## config.mk

```make
export PLATFORM = sky130hd
export DESIGN_NAME = mem_wb_stage
export DESIGN_NICKNAME = d
export VERILOG_FILES = /design/src/rtl/mem_wb_stage.sv
export SDC_FILE = /design/constraint.sdc
export NUM_CORES = 1
export LEC_CHECK = 0
export BUFFER_PORTS_ARGS = -buffer_cell sky130_fd_sc_hd__buf_4
export CAP_MARGIN = 10
export CORE_MARGIN = 8
export CORE_UTILIZATION = 50
export DETAILED_ROUTE_END_ITERATION = 8
export PLACE_DENSITY = 0.78
export SETUP_SLACK_MARGIN = 0.1
export SLEW_MARGIN = 20
export SYNTH_ARGS = -nofsm -noshare
export SYNTH_HDL_FRONTEND = slang
export SYNTH_SLANG_ARGS = --single-unit
export TNS_END_PERCENT = 1
```

## constraint.sdc

```tcl
create_clock -name clock_in -period 2.3 [get_ports clock_in]
set_input_delay 0.115 -clock clock_in [delete_from_list [all_inputs] [get_ports clock_in]]
set_output_delay 0.115 -clock clock_in [all_outputs]
set_load 0.02 [all_outputs]
```

## src/rtl/mem_wb_stage.sv

```systemverilog
// MEM/WB pipeline register and writeback formatter.
// Captures memory-stage results, extracts and extends big-endian load data,
// selects the writeback source (ALU, load, link) and counts retired
// instructions. Outputs come straight from registers, so the register file
// (which commits on the falling edge) sees them within the same cycle.
module mem_wb_stage #(
   parameter int DATA_W = 32,
   parameter int REG_W  = 5,
   parameter int CNT_W  = 32
) (
   input  logic              clock_in,
   input  logic              reset,
   input  logic              stall,
   input  logic              flush,
   input  logic              mem_valid,
   input  logic              mem_regWrite,
   input  logic              mem_memToReg,
   input  logic              mem_link,
   input  logic [2:0]        mem_loadType,
   input  logic [1:0]        mem_addrLow,
   input  logic [DATA_W-1:0] mem_aluResult,
   input  logic [DATA_W-1:0] mem_readData,
   input  logic [DATA_W-1:0] mem_pcPlus4,
   input  logic [REG_W-1:0]  mem_writeReg,
   output logic              wb_valid,
   output logic [REG_W-1:0]  writeReg,
   output logic [DATA_W-1:0] writeData,
   output logic              regWrite,
   output logic [CNT_W-1:0]  retireCount
);

   // Load type encodings; anything not listed behaves as a full-word load.
   typedef enum logic [2:0] {
      LOAD_LW  = 3'd0,
      LOAD_LB  = 3'd1,
      LOAD_LBU = 3'd2,
      LOAD_LH  = 3'd3,
      LOAD_LHU = 3'd4
   } loadTypeT;

   logic [7:0]        byteLane;
   logic [15:0]       halfLane;
   logic [DATA_W-1:0] loadData;
   logic [DATA_W-1:0] wbSource;
   logic              captureRegWrite;
   loadTypeT          loadKind;

   assign loadKind = loadTypeT'(mem_loadType);

   // Pick the byte and halfword lanes; the address is big-endian, so lane 0 is the MSB end.
   always_comb begin
      byteLane = mem_readData[31:24];
      case (mem_addrLow)
         2'd0:    byteLane = mem_readData[31:24];
         2'd1:    byteLane = mem_readData[23:16];
         2'd2:    byteLane = mem_readData[15:8];
         default: byteLane = mem_readData[7:0];
      endcase
      halfLane = mem_addrLow[1] ? mem_readData[15:0] : mem_readData[31:16];
   end

   // Extend the selected lane according to the load type; full-word loads ignore the address.
   always_comb begin
      loadData = mem_readData;
      case (loadKind)
         LOAD_LB:  loadData = {{(DATA_W-8){byteLane[7]}}, byteLane};
         LOAD_LBU: loadData = {{(DATA_W-8){1'b0}}, byteLane};
         LOAD_LH:  loadData = {{(DATA_W-16){halfLane[15]}}, halfLane};
         LOAD_LHU: loadData = {{(DATA_W-16){1'b0}}, halfLane};
         default:  loadData = mem_readData;
      endcase
   end

   // Writeback source priority: link address, then load data, then ALU result.
   always_comb begin
      wbSource = mem_aluResult;
      if (mem_link) begin
         wbSource = mem_pcPlus4 + DATA_W'(4);
      end else if (mem_memToReg) begin
         wbSource = loadData;
      end
   end

   // Writes to register zero are never committed.
   assign captureRegWrite = mem_valid & mem_regWrite & (mem_writeReg != '0);

   // Stage register: reset beats flush, flush beats stall, otherwise capture the MEM results.
   always_ff @(posedge clock_in) begin
      if (reset) begin
         wb_valid    <= 1'b0;
         regWrite    <= 1'b0;
         writeReg    <= '0;
         writeData   <= '0;
         retireCount <= '0;
      end else if (flush) begin
         wb_valid  <= 1'b0;
         regWrite  <= 1'b0;
         writeReg  <= '0;
         writeData <= '0;
      end else if (!stall) begin
         wb_valid  <= mem_valid;
         regWrite  <= captureRegWrite;
         writeReg  <= mem_writeReg;
         writeData <= wbSource;
         if (mem_valid) begin
            retireCount <= retireCount + CNT_W'(1);
         end
      end
   end

endmodule

```

==> PnR_summary.wiki <==
{| class="wikitable"
! Metric !! Value
|-
| Status || complete, but fails checks
|-
| Failing checks || negative hold slack
|-
| Maximum clock path buffer count || 2
|-
| FMAX || 479 MHz
|-
| Kind of critical path || register to register
|-
| Site Rows || 36
|-
| Path class of the lowest-slack min-delay path || input port to register
|-
| Post-Synthesis Mean Instance Area || 7.71 um2
|-
| Max-cap violations || 0
|-
| Worst slew margin relative to its limit || 0.528
|-
| Tightest hold margin || -5.69 ps
|-
| Final number of hold-violating endpoints || 1
|-
| Vertical extent of the die || 114 um
|-
| IR Drop Worst-Case VDD || 0.367 mV
|-
| Final Util || 0.690
|-
| Total Routed Length || 18900 um
|-
| Io pins || 185
|-
| Count of endpoints failing setup in the final report || 0
|-
| Worst endpoint required time || 2580 ps
|-
| Series of cell instances along the critical path || and4_1, nand4_4, or3_1, or4_1, a21oi_1
|-
| Remaining antenna violation count after routing || 0
|-
| CP max FO || 10
|-
| Crit path buffers/inverters || 0
|-
| Floorplan die area || 13000 um2
|-
| RSZ-0062 raised after global routing || false
|-
| Clock root buffer || clkbuf_8
|-
| Antenna violations before repair || 1
|-
| Worst-skew pair later-pin latency || 360 ps
|-
| Power density cells || 468 nW/um2
|-
| Largest net degree at the start of global routing || 42
|-
| Design area || 6590 um2
|-
| Count of final max-slew check failures || 0
|-
| Vias per cell || 6.01
|-
| Total Neg Setup Slack || 0 ps
|-
| Final period util || 0.907
|-
| Half-perimeter wire length of the detailed placement result || 14800 um
|-
| Global-route wire length before repair || 29600 um
|-
| Met2 wire length || 8590 um
|-
| Pre-CTS worst setup slack || 171 ps
|-
| Area grow syn2layout || 36.8%
|-
| Number of global-route vias before repair || 5683
|-
| Kind of cell adding the most delay to the critical path || simple AND/OR/NAND/NOR gates
|-
| Wire length the detailed router placed on met1 || 7840 um
|-
| Syn. warnings || 0
|-
| # diodes || 0
|-
| CTS tree || built
|-
| Overflow after GRT || 0
|-
| Count of different cell masters after synthesis || 68
|-
| Transition time at the pin with the least slew margin || 702 ps
|-
| Die width || 114 um
|-
| DRC || 0
|-
| Post-CTS Setup Bufs || 0
|-
| Number of port buffers || 184
|-
| Core area || 9550 um2
|-
| Count of flip-flops with a built-in enable after synthesis || 0
|-
| Sequential area share after synthesis || 0.295
|-
| Post-Synthesis Net Count || 741
|-
| Global Route Usage Sum || 0.284
|-
| Standard cell area after detailed placement || 6370 um2
|-
| Total number of H-tree levels || 3
|-
| Violation count after the first detailed-routing iteration || 540
|-
| Seq cells post-synth || 71
|-
| Effective utilization at floorplan || 0.505
|-
| Prevailing post-synth register cell || dfxtp_1
|-
| Ys async rst share || 0
|-
| Final Skew || 19.3 ps
|-
| Leakage component of the power || 2.69 nW
|-
| Cell area after synthesis || 4820 um2
|-
| Data arrival time of the worst path || 2370 ps
|-
| Total via count in the routed design || 5653
|-
| Average detailed-routed wire length per instance || 20.2 um
|-
| Largest stage delay on the critical path || 480 ps
|-
| Nets@finish || 918
|-
| Clock Sinks || 71
|-
| Routability congestion estimate from global placement || 0.906
|-
| Clock buffers created by TritonCTS || 9
|-
| Clk slew on worst S/H paths || 80 ps
|-
| Ratio of cells with drive above 1 in the final layout || 0.302
|-
| Initial DRT Pass Iterations || 5
|-
| Post-synthesis cell count || 625
|-
| Total met3 wirelength after detailed routing || 1960 um
|-
| CP Launch Type || register
|-
| Top metal layer carrying routed signals || met5
|-
| Clock period minus worst slack || 2090 ps
|-
| Setup ws final || 213 ps
|-
| Kind of end point of the critical path || register
|-
| Cell with the largest stage delay on the worst path || or4_1
|}
==> metrics by stage <==
stage	power (mW)	cells	hold slack [ps]
after global placement	1.99	923	355
after detailed placement	2.00	923	369
after floorplan	1.65	625	259
final	3.09	940	-5.69
after global routing	3.20	940	5.18
after CTS	3.07	939	0.960
==> state kept, by name, summed over array words and instances, names as in the netlist <==
name,count
writeReg,5
wb_valid,1
retireCount,32
writeData,32
regWrite,1
==> kinds of logic after synthesis <==
| logic type | after synthesis | synth area share |
|---|---|---|
| AO/OA/AOI/OAI | 176 | 0.248 |
| XOR/XNOR | 45 | 0.0818 |
| adder cells (fa/ha/maj) | 2 | 0.00519 |
| buffers and inverters | 61 | 0.0501 |
| flip-flops | 71 | 0.295 |
| multiplexers | 19 | 0.0420 |
| AND/OR/NAND/NOR | 251 | 0.278 |
==> per-layer routing <==
layer | track usage | vias to the layer above
met5 | 0 | -
met4 | 0.106 | 2
met2 | 0.448 | 281
met3 | 0.0960 | 41
li1 | - | 2672
met1 | 0.350 | 2657
==> synth_stat cells, drive strengths merged (6+ instances only) <==
master   count  area (um2)
dfxtp       71        1420
nor2        61         229
nand2       58         218
o21ai       48         240
xnor2       38         333
a21oi       37         185
clkbuf      33         124
nor3        27         151
nor4        20         144
inv         19        71.3
nand3       19         105
mux2i       18         180
nand4       12        87.6
o211ai      11        82.6
or3         11        73.8
a221oi       9        78.8
a22oi        8        60.1
buf          8        42.5
nand2b       8        50.1
a221o        7        70.1
xor2         7        61.3
a21o         6        45.0
a2bb2oi      6        52.6
and4         6        52.6
or4          6        48.8
==> path summary, 6_finish.rpt <==
path | startpoint | end | slack, ps | depth (start not counted)
max | retireCount[15]$_SDFFE_PP0P_ | retireCount[30]$_SDFFE_PP0P_ | 210 | 5
min | mem_writeReg[3] | writeReg[3]$_SDFFE_PP0N_ | -6 | 3
min reg2reg | regWrite$_SDFFE_PP0N_ | regWrite$_SDFFE_PP0N_ | 480 | 2
max reg2reg | retireCount[15]$_SDFFE_PP0P_ | retireCount[30]$_SDFFE_PP0P_ | 210 | 5
==> report_power, final <==
part	internal, mW	total (mW)	switching, mW
Sequential	1.26	1.28	0.0202
Combinational	0.317	0.704	0.388
Clock	0.544	1.10	0.559
Total	2.12	3.09	0.967
==> repair_timing <==
| action | CTS | global route |
|---|---|---|
| hold buffers | 0 | 1 |
| endpoints found under the setup margin | 0 | 2 |
| endpoints found under the hold margin | 0 | 1 |
| gates resized for setup | 0 | 2 |
==> cell usage in the layout, fill, tap and decap left out, types with 10 or more instances in the layout <==
cell	count
or3_1	10
nor3_1	25
xnor2_1	38
a21oi_1	37
clkbuf_8	10
inv_1	19
nand2_1	58
nand3_1	17
mux2i_1	18
nor4_1	17
o21ai_0	48
buf_4	206
dfxtp_1	71
o211ai_1	11
nand4_1	10
nor2_1	61
==> tightest hold or removal path: cells and delay by family <==
| kind | cells | cell delay (ps) |
|---|---|---|
| mux | 1 | 50 |
| buf+inv | 1 | 80 |
| simple gates | 1 | 70 |
==> area by class of cell <==
| type | count | area (um2) |
|---|---|---|
| multi-input combinational | 493 | 3170 |
| sequential | 71 | 1420 |
| timing repair buffer | 207 | 1560 |
| clock buffer | 11 | 141 |
| inverter | 20 | 75.1 |
| clock inverter | 5 | 63.8 |
| fill | 835 | 2960 |
| tap | 133 | 166 |
(Power assumes the default switching activity.)
